## src/rtl/fwd_operand_stage.sv

```systemverilog
// ID/EX operand register with EX-stage operand forwarding.
// Each operand compares its registered source address against EX/MEM and MEM/WB.
module fwd_operand_stage #(
   parameter int DATA_W   = 32,
   parameter int REG_AW   = 5,
   parameter bit ZERO_REG = 1'b1,
   parameter bit FWD_EN   = 1'b1
) (
   input  logic              clk_i,
   input  logic              rst_i,
   input  logic              id_valid_i,
   input  logic [REG_AW-1:0] id_rs1_addr_i,
   input  logic [REG_AW-1:0] id_rs2_addr_i,
   input  logic [DATA_W-1:0] id_rs1_data_i,
   input  logic [DATA_W-1:0] id_rs2_data_i,
   input  logic              stall_i,
   input  logic              flush_i,
   input  logic              exmem_regwrite_i,
   input  logic [REG_AW-1:0] exmem_rd_i,
   input  logic [DATA_W-1:0] exmem_data_i,
   input  logic              memwb_regwrite_i,
   input  logic [REG_AW-1:0] memwb_rd_i,
   input  logic [DATA_W-1:0] memwb_data_i,
   output logic              ex_valid_o,
   output logic [REG_AW-1:0] ex_rs1_addr_o,
   output logic [REG_AW-1:0] ex_rs2_addr_o,
   output logic [DATA_W-1:0] ex_op1_o,
   output logic [DATA_W-1:0] ex_op2_o,
   output logic [1:0]        fwd_a_o,
   output logic [1:0]        fwd_b_o
);

   localparam logic [1:0] SEL_REG   = 2'b00;
   localparam logic [1:0] SEL_EXMEM = 2'b10;
   localparam logic [1:0] SEL_MEMWB = 2'b01;

   logic valid_reg;

   always_ff @(posedge clk_i or posedge rst_i) begin
      if (rst_i) begin
         valid_reg <= 1'b0;
      end else if (flush_i) begin
         valid_reg <= 1'b0;
      end else if (!stall_i) begin
         valid_reg <= id_valid_i;
      end
   end

   genvar gi;
   generate
      for (gi = 0; gi < 2; gi++) begin : g_opnd
         logic [REG_AW-1:0] addr_reg;
         logic [DATA_W-1:0] data_reg;
         logic [REG_AW-1:0] id_addr;
         logic [DATA_W-1:0] id_data;
         logic              src_ok;
         logic              hit_exmem;
         logic              hit_memwb;
         logic [1:0]        fwd_sel;
         logic [DATA_W-1:0] op;

         assign id_addr = (gi == 0) ? id_rs1_addr_i : id_rs2_addr_i;
         assign id_data = (gi == 0) ? id_rs1_data_i : id_rs2_data_i;

         // A bubble, disabled forwarding or a hardwired zero source never forwards.
         assign src_ok    = valid_reg && FWD_EN && !(ZERO_REG && (addr_reg == '0));
         assign hit_exmem = src_ok && exmem_regwrite_i && (exmem_rd_i == addr_reg);
         assign hit_memwb = src_ok && memwb_regwrite_i && (memwb_rd_i == addr_reg);

         always_comb begin
            fwd_sel = SEL_REG;
            if (hit_exmem) begin
               fwd_sel = SEL_EXMEM;
            end else if (hit_memwb) begin
               fwd_sel = SEL_MEMWB;
            end
         end

         always_comb begin
            op = data_reg;
            case (fwd_sel)
               SEL_EXMEM: op = exmem_data_i;
               SEL_MEMWB: op = memwb_data_i;
               default:   op = data_reg;
            endcase
         end

         // While stalled the forwarded value is captured so it outlives its producer.
         always_ff @(posedge clk_i or posedge rst_i) begin
            if (rst_i) begin
               addr_reg <= '0;
               data_reg <= '0;
            end else if (flush_i) begin
               addr_reg <= '0;
               data_reg <= '0;
            end else if (stall_i) begin
               data_reg <= op;
            end else begin
               addr_reg <= id_addr;
               data_reg <= id_data;
            end
         end
      end
   endgenerate

   assign ex_valid_o    = valid_reg;
   assign ex_rs1_addr_o = g_opnd[0].addr_reg;
   assign ex_rs2_addr_o = g_opnd[1].addr_reg;
   assign ex_op1_o      = g_opnd[0].op;
   assign ex_op2_o      = g_opnd[1].op;
   assign fwd_a_o       = g_opnd[0].fwd_sel;
   assign fwd_b_o       = g_opnd[1].fwd_sel;

endmodule
```

## config.mk

```make
export PLATFORM = sky130hd
export DESIGN_NAME = fwd_operand_stage
export DESIGN_NICKNAME = d
export VERILOG_FILES = /design/src/rtl/fwd_operand_stage.sv
export SDC_FILE = /design/constraint.sdc
export NUM_CORES = 1
export LEC_CHECK = 0
export ABC_AREA = 1
export BUFFER_PORTS_ARGS = -buffer_cell sky130_fd_sc_hd__buf_2
export CAP_MARGIN = 15
export CORE_MARGIN = 2
export CORE_UTILIZATION = 48
export DETAILED_ROUTE_END_ITERATION = 10
export PLACE_DENSITY = 0.8
export SYNTH_ARGS = -nofsm -noshare
export SYNTH_HDL_FRONTEND = slang
export SYNTH_SLANG_ARGS = --single-unit
```

## constraint.sdc

```tcl
create_clock -name clk_i -period 5.1 [get_ports clk_i]
set_clock_uncertainty 0.15 [all_clocks]
set_input_delay 0.255 -clock clk_i [delete_from_list [all_inputs] [get_ports clk_i]]
set_output_delay 0.255 -clock clk_i [all_outputs]
set_load 0.005 [all_outputs]
```

-- After elaboration in Yosys (flattened, before gate mapping)
Index checks and enable logic that the tools add are counted.
- multiplexer cells: 16
- reductions and logical operators: 14
- equal/unequal tests: 9
- operator list (operator ; number):
    $mux W32 ; 4
    $pmux W32 S2 ; 2
    $eq A5 B5 Y1 ; 4
    $mux W5 ; 4
    $logic_and A1 B1 Y1 ; 10
    $logic_not A5 Y1 ; 2
    $eq A2 B1 Y1 const B ; 2
    $eq A2 B2 Y1 const B ; 2
    $mux W1 ; 4
    $mux W2 ; 2
    $logic_not A1 Y1 ; 2
    $ne A2 B1 Y1 const B ; 1
- input port bits: 155
- logic and storage cells: 44
- bits in registers: 75
- output and inout port bits: 79

-- Logic depth before layout (Yosys ltp)
Gate-level depths: netlist (run 1).
- depth in word-level cells: 11
- gate-level depth with buffers: 12
- gate-level depth less buffers: 11

-- Worst setup path before layout (run 1)
No wires, ideal clock.
- path type: flip-flop to output port
- from: reg g_opnd[1].addr_reg[4] (netlist: ex_rs2_addr_o[4])
- to: out ex_op2_o[0]
- stages on the path, launching flop included: 10
- path buffers: 1
- data arrival time: 1.256 ns
- data required time: 4.695 ns
- setup slack: 3.439 ns
- cell sequence: dfrtp_1 nor2_1 nand3_1 nand2_1 inv_2 nand3_4 clkinv_2 buf_6 nand2_1 nand3_2
- word-level cells in the longest chain between the ends: 9
- elaborated cells on any way between the ends: 14
- those cells by class: eq/ne: 4; mux: 3; reduce/logical: 7
- ends and longest elaborated chain (what ; line ; RTL):
    from (decl) ; 52 ; logic [REG_AW-1:0] addr_reg;
    from (signal assigned) ; 99 ; addr_reg <= id_addr;
    $logic_not A5 Y1 ; 66 ; assign src_ok = valid_reg && FWD_EN && !(ZERO_REG && (addr_reg == '0));
    $logic_not A1 Y1 ; 66 ;
    $logic_and A1 B1 Y1 ; 66 ;
    $logic_and A1 B1 Y1 (2 in series) ; 68 ; assign hit_memwb = src_ok && memwb_regwrite_i && (memwb_rd_i == addr_reg);
    $mux W1 ; 74 ; end else if (hit_memwb) begin
    $mux W2 (*) ; 72 ; if (hit_exmem) begin
    $eq A2 B1 Y1 / $eq A2 B2 Y1 (equally long branches) ; 81 ; case (fwd_sel)
    $pmux W32 S2 (*) ; 81 ;
    to (decl) ; 28 ; output logic [DATA_W-1:0] ex_op2_o,
Mark *: on every way between the ends. The rest lies on a longest branch, timed or not.

-- Final worst setup path (run 1)
- from: reg g_opnd[1].addr_reg[1] (netlist: ex_rs2_addr_o[1])
- to: out ex_op2_o[16]
The elaborated chain is that of the path after synthesis.

==> results of run 1 <==
[cells by family after synthesis]
family,Yosys count
and+or+nand+nor,565
xor gates and xnor gates,1
buffers and inverters,85
DFF,75
AOI/OAI and AO/OA,18
[per-stage QoR]
| stage | utilization [%] | setup slack (ps) | cell area [um^2] | hold slack (ps) | power [W] |
|---|---|---|---|---|---|
| 2_1_floorplan | - | 2790 | 5190 | 222 | 0.000809 |
| 3_3_place_gp | 60.5 | 1960 | 6300 | 305 | 0.000957 |
| 3_5_place_dp | 60.5 | 1950 | 6300 | 308 | 0.000958 |
| 4_1_cts | 69.4 | 1560 | 7230 | 3.45 | 0.00150 |
| 5_1_grt | 69.4 | 1330 | 7230 | 15.6 | 0.00157 |
| 6_report | 69.4 | 1480 | 7230 | 2.15 | 0.00151 |
[final timing paths]
path,start,to,slack (ps),cells past startpoint
worst max-delay path,ex_rs2_addr_o[1]$_DFFE_PP0P_,ex_op2_o[16],1480,7
min in group asynchronous,rst_i,g_opnd[1].data_reg[9]$_DFF_PP0_,40,3
worst max register to register,ex_rs2_addr_o[1]$_DFFE_PP0P_,g_opnd[1].data_reg[16]$_DFF_PP0_,2020,8
worst min-delay path,id_rs2_addr_i[2],ex_rs2_addr_o[2]$_DFFE_PP0P_,2,3
worst min register to register,g_opnd[1].data_reg[31]$_DFF_PP0_,g_opnd[1].data_reg[31]$_DFF_PP0_,460,4
max in group asynchronous,rst_i,g_opnd[1].data_reg[28]$_DFF_PP0_,4090,3
[area by class of cell]
cell class | count | area [um^2]
fillers | 873 | 3190
multi-input cells | 584 | 2910
repair buffers | 312 | 1940
flip-flops and latches | 75 | 1880
well taps | 136 | 170
clock buffers | 9 | 124
inverters | 32 | 124
clock inverters | 5 | 78.8
[metal layers]
| layer | track usage, % | vias up | part of all wire, % |
|---|---|---|---|
| met3 | 6.39 | 75 | 10 |
| met4 | 17.8 | 0 | 4.2 |
| li1 | - | 2990 | - |
| met1 | 42.8 | 2943 | 38 |
| met2 | 56.6 | 479 | 47 |
| met5 | 0 | - | 0 |
[placed cells by master, fill, tap and decap left out, drive strengths merged]
cell type    synthesis  final
buf                 42    240
dlygate4sd3          0     72
bufinv               0      2
a22o                 1      1
xor2                 1      1
o21ai               11     11
dfrtp               75     75
nand2              334    334
nor3                 2      2
a21oi                6      6
clkinv               2      5
nand4               64     64
inv                 30     30
nor2                25     25
clkbuf              11      9
nand3              140    140
[worst max-delay path: cells and delay by family (launching register included)]
kind,cells,cell delay [ps]
and+or+nand+nor,4,2000
DFF,1,400
buffers and inverters,2,340
AOI/OAI and AO/OA,1,120
[power by group through the flow]
stage	sequential, W	combinational (W)	clock [W]
after detailed placement	0.000653	0.000305	0
after global placement	0.000652	0.000304	0
after CTS	0.000642	0.000348	0.000508
final	0.000642	0.000357	0.000509
after global routing	0.000645	0.000389	0.000535
after floorplan	0.000651	0.000158	0
[repair_timing]
item,in CTS,in global routing
buffers inserted,0,0
endpoints found under the setup margin,0,0
endpoints found under the hold margin,72,0
hold buffers,72,0
==> flow_metrics.py, run 1 <==
metrics = {
    "sta": {
        "relSlewSlack_pct": 32.9,
        "slew_violations": 0,
        "rsz0062_at_grt": "false",
        "worst_pin_slew_ps": 1010,
        "fmax_mhz": 276,
        "period_minus_slack_ps": 3620,
        "period_share_pct": 71.0,
        "fin_setup_tns_ps": 0,
        "hold_viol": 0,
        "setup_viol": 0,
    },
    "detailed_routing": {
        "wl_per_cell_um": 17.6,
        "dr.first_iter.drc_count": 629,
        "drt_wl_total_um": 20300,
        "drc_errors": 0,
        "ant_nets": 0,
        "vias": 6487,
        "dr.pass1.iters": 7,
        "via_per_inst": 5.63,
    },
    "cts": {
        "clockRootBuffer": "clkbuf_8",
        "clk_path_buf_depth": 2,
        "ctsResizeCount": 0,
        "clkTransAtPathRegs_ps": 80,
        "clk_latency_ps": 360,
        "htreeDepth": 3,
        "clock_sinks": 75,
        "cts_made_buffers": 9,
        "cts_tree": "done",
    },
    "power_and_ir_drop": {
        "p_sw_share_pct": 29.9,
        "power_frac_comb_pct": 23.7,
        "power.leakage_nw": 4.25,
        "irDropWorstVdd_uv": 153,
        "p_switching_w": 0.000451,
        "p_int_w": 0.00106,
        "clkPwrFrac_pct": 33.7,
        "power.density_nw_per_um2": 209,
        "power_frac_seq_pct": 42.6,
    },
    "die": {
        "die_area_um2": 11700,
        "ioPinCount": 234,
        "die_y_um": 108,
        "initial_core_util_pct": 49.8,
        "row_count": 37,
        "core_area_um2": 10400,
        "die_width_um": 108,
    },
    "setup_path": {
        "cp_common_cell": "nand3_2",
        "cp_slowest_cell": "nand3_2",
        "crit_path_start_kind": "flip-flop",
        "arrival_ps": 3210,
        "cp-end-kind": "output port",
        "cpPeakStageDelay_ps": 770,
        "worst-setup-path-type": "flip-flop to output port",
        "cp_cell_sequence": "inv_1, o21ai_1, nor2_4, nand3_2, nand3_1, nand3_2, buf_2",
        "crit_required_ps": 4700,
        "worstPathMaxFanout": 33,
    },
    "hold_path": {
        "hold_path_class": "input port to flip-flop",
    },
    "global_routing": {
        "gr-total-overflow": 0,
        "grt_max_degree": 76,
        "grt_pass1_wl_um": 31100,
        "grt_pass1_vias": 6128,
        "grt.total_usage_pct": 34.3,
        "grt_antenna_before_repair": 0,
    },
    "synth": {
        "ys_types": 23,
        "syn_nets": 899,
        "synthTopCellsByArea": "dfrtp_1, nand2_1, nand3_2",
        "synth_edf_count": 0,
        "syn_area_per_cell_um2": 6.98,
        "synth_fa_ha_area_share_pct": 0,
        "synth_xor_area_share_pct": 0.169,
        "syn_inst": 744,
        "async_reset_ff_share_pct": 100,
        "yosys_warnings": 0,
        "synth_most_common_cell": "nand2_1",
        "yosysTopAreaCellShare_pct": 36.2,
        "synth_compound_area_share_pct": 1.81,
        "synth_ff_type": "dfrtp_1",
        "synth_mux_area_share_pct": 0,
        "synth_top_family_by_area": "simple AND/OR/NAND/NOR gates",
        "synth_area_um2": 5190,
        "ys_seq_area_share_pct": 36.2,
        "yosys.area_share.simple_pct": 53.9,
        "ys_top_cells_by_count": "nand2_1, nand3_1, dfrtp_1, nand4_1, nand3_2",
        "yosys.area.top_type": "dfrtp_1",
        "synth_seq_cells": 75,
    },
    "placed_design": {
        "place_inst": 1067,
        "dp_hpwl_um": 13300,
        "place_congestion": 1.01,
        "numPortBuffers": 233,
    },
    "status": {
        "status": "finished clean",
    },
    "finish": {
        "area_growth_pct": 39.2,
        "largest_reg_flops": 64,
        "finalNonFillerCells": 1153,
        "drive_gt1_share_pct": 32.7,
        "diodes": 0,
        "nNetsFinal": 1169,
    },
    "flow_run": {
        "maxCapViolCount": 0,
    },
}
(Power assumes the default switching activity.)
==> inputs of run 2 (changes only) <==
ABC_AREA = 0   (was 1)
CORE_UTILIZATION = 47   (was 48)
clock period = 3.35 ns   (was 5.1 ns; I/O delays follow)
==> flow_metrics.py, run 2 <==
metrics = {
    "synth": {
        "ys_types": 31,
        "yosys.area.top_type": "dfrtp_1",
        "ys_seq_area_share_pct": 38.5,
        "synth_area_um2": 4870,
        "ys_top_cells_by_count": "nor2_1, dfrtp_1, nand2_1, mux2i_1, clkbuf_1",
        "synth_most_common_cell": "nor2_1",
        "synth_edf_count": 0,
        "synthTopCellsByArea": "dfrtp_1, mux2i_1, nor2_1",
        "synth_ff_type": "dfrtp_1",
        "syn_nets": 707,
        "syn_area_per_cell_um2": 8.83,
        "synth_seq_cells": 75,
        "syn_inst": 552,
        "yosys_warnings": 0,
        "yosysTopAreaCellShare_pct": 38.5,
        "async_reset_ff_share_pct": 100,
    },
    "finish": {
        "layout_common_cells": "buf_2, nor2_1, dfrtp_1, dlygate4sd3_1, nand2_1",
        "finalNonFillerCells": 968,
        "area_growth_pct": 44.4,
        "largest_reg_flops": 64,
        "diodes": 0,
        "post-route-util_pct": 69.1,
        "nNetsFinal": 982,
        "drive_gt1_share_pct": 32.6,
        "final_common_cell": "buf_2",
    },
    "detailed_routing": {
        "drc_errors": 0,
        "dr.pass1.iters": 8,
        "dr.first_iter.drc_count": 733,
        "drt_wl_total_um": 18800,
        "ant_nets": 0,
        "vias": 5983,
        "wl_per_cell_um": 19.4,
        "via_per_inst": 6.18,
    },
    "setup_path": {
        "crit_required_ps": 3030,
        "arrival_ps": 3000,
        "worstPathMaxFanout": 16,
        "crit_path_start_kind": "flip-flop",
        "critPathBufInv": 1,
        "cp-end-kind": "output port",
        "path_depth": 6,
        "rr_worst_depth": 5,
        "cp_cell_sequence": "xor2_1, nor4_2, nand4_4, mux2i_1, a21oi_1, buf_2",
        "worst-setup-path-type": "flip-flop to output port",
        "cp_slowest_cell": "nor4_2",
        "cpLargestDelayFamily": "simple AND/OR/NAND/NOR gates",
        "cpPeakStageDelay_ps": 690,
    },
    "die": {
        "die_y_um": 106,
        "row_count": 37,
        "core_area_um2": 10200,
        "initial_core_util_pct": 47.9,
        "die_area_um2": 11200,
        "ioPinCount": 234,
        "die_width_um": 106,
    },
    "flow_run": {
        "maxCapViolCount": 0,
    },
    "sta": {
        "worst_hold_slack_ps": 28.3,
        "rsz0062_at_grt": "false",
        "relSlewSlack_pct": 44.5,
        "worst_pin_slew_ps": 832,
        "fin_setup_tns_ps": 0,
        "hold_viol": 0,
        "fmax_mhz": 301,
        "setup_viol": 0,
        "period_minus_slack_ps": 3320,
        "worst_slack_ps": 32.8,
        "period_share_pct": 99.0,
        "slew_violations": 0,
    },
    "placed_design": {
        "pre_cts_slack_ps": 443,
        "place_inst": 875,
        "numPortBuffers": 233,
        "dp_hpwl_um": 11500,
        "place_congestion": 0.909,
    },
    "cts": {
        "clk_path_buf_depth": 2,
        "htreeDepth": 3,
        "clkTransAtPathRegs_ps": 80,
        "cts_made_buffers": 9,
        "clock_sinks": 75,
        "clockRootBuffer": "clkbuf_8",
        "clk_latency_ps": 350,
        "cts_tree": "done",
    },
    "power_and_ir_drop": {
        "irDropWorstVdd_uv": 173,
        "power.density_nw_per_um2": 321,
        "power.leakage_nw": 3.69,
    },
    "hold_path": {
        "whs_path_depth": 3,
        "hold_path_class": "input port to flip-flop",
    },
    "global_routing": {
        "grt_pass1_wl_um": 27800,
        "grt_antenna_before_repair": 0,
        "gr-total-overflow": 0,
        "grt_max_degree": 65,
        "grt_pass1_vias": 5764,
        "grt.total_usage_pct": 31.3,
    },
    "status": {
        "status": "finished clean",
    },
}
run 2: cell count changes after synthesis, sizes merged, moves of 27 or more:
cell    before  now
nor2        25   77
o221ai       0   32
nand4       64    3
a311oi       0   32
a32oi        0   32
nand3      140   33
nand3b       0   33
inv         30    3
mux2i        0   43
nand2      334   65
run 2: repair_timing:
item / in CTS / in global routing
setup buffers: 0 / 1
hold buffers: 75 / 0
hold endpoints to repair: 118 / 0
setup endpoints to repair: 0 / 32
gates resized for setup: 0 / 2
run 2: final cells by class:
type,instances,area (um^2)
clock buffer,15,176
clock inverter,1,30.0
fill,782,3150
inverter,3,12.5
multi-input combinational,416,2720
sequential,75,1880
tap,136,170
timing repair buffer,322,2050
run 2: power by group:
group          total [W]  internal, W  switching (W)
sequential      0.000986     0.000959      0.0000274
combinational   0.000534     0.000262       0.000273
clock           0.000737     0.000407       0.000330
total            0.00226      0.00163       0.000630
run 2: cell families (layout without fill, tap and decap cells):
logic type	after synthesis	count (layout)	synth area share (%)
AND/OR/NAND/NOR	222	223	21.7
AO/OA/AOI/OAI	130	130	20.9
flip-flops	75	75	38.5
buffers and inverters	62	341	6.52
multiplexers	43	43	8.83
XOR/XNOR	20	20	3.59
run 2: path summary, 6_finish.rpt:
check	start	end	slack, ps
setup / recovery	ex_rs1_addr_o[2]$_DFFE_PP0P_	ex_op1_o[20]	30
hold / removal	exmem_data_i[17]	g_opnd[0].data_reg[17]$_DFF_PP0_	30
setup reg to reg	ex_rs1_addr_o[2]$_DFFE_PP0P_	g_opnd[0].data_reg[20]$_DFF_PP0_	460
hold reg to reg	g_opnd[1].data_reg[20]$_DFF_PP0_	g_opnd[1].data_reg[20]$_DFF_PP0_	420
max in group asynchronous	rst_i	g_opnd[0].data_reg[25]$_DFF_PP0_	1900
min in group asynchronous	rst_i	g_opnd[1].data_reg[30]$_DFF_PP0_	340
run 2: worst register-to-register path: cells and delay by family (launching register included):
kind            cells  cell delay, ps
simple gates        2            1320
xor+xnor            1             190
flops               1             460
mux                 1             430
compound gates      1             190
run 2: stage by stage:
step	total power [W]	instance area, um^2
2_1_floorplan	0.00122	4870
3_3_place_gp	0.00144	6030
3_5_place_dp	0.00145	6030
4_1_cts	0.00225	6990
5_1_grt	0.00236	7040
6_report	0.00226	7040
run 2: layer usage:
metal  vias to the layer above  wire length, um  track usage, %
li1                       2617                -               -
met1                      2796             7030            38.2
met2                       452             9160            53.1
met3                       118             1630            5.38
met4                         0              939            16.4
met5                         -                0               0
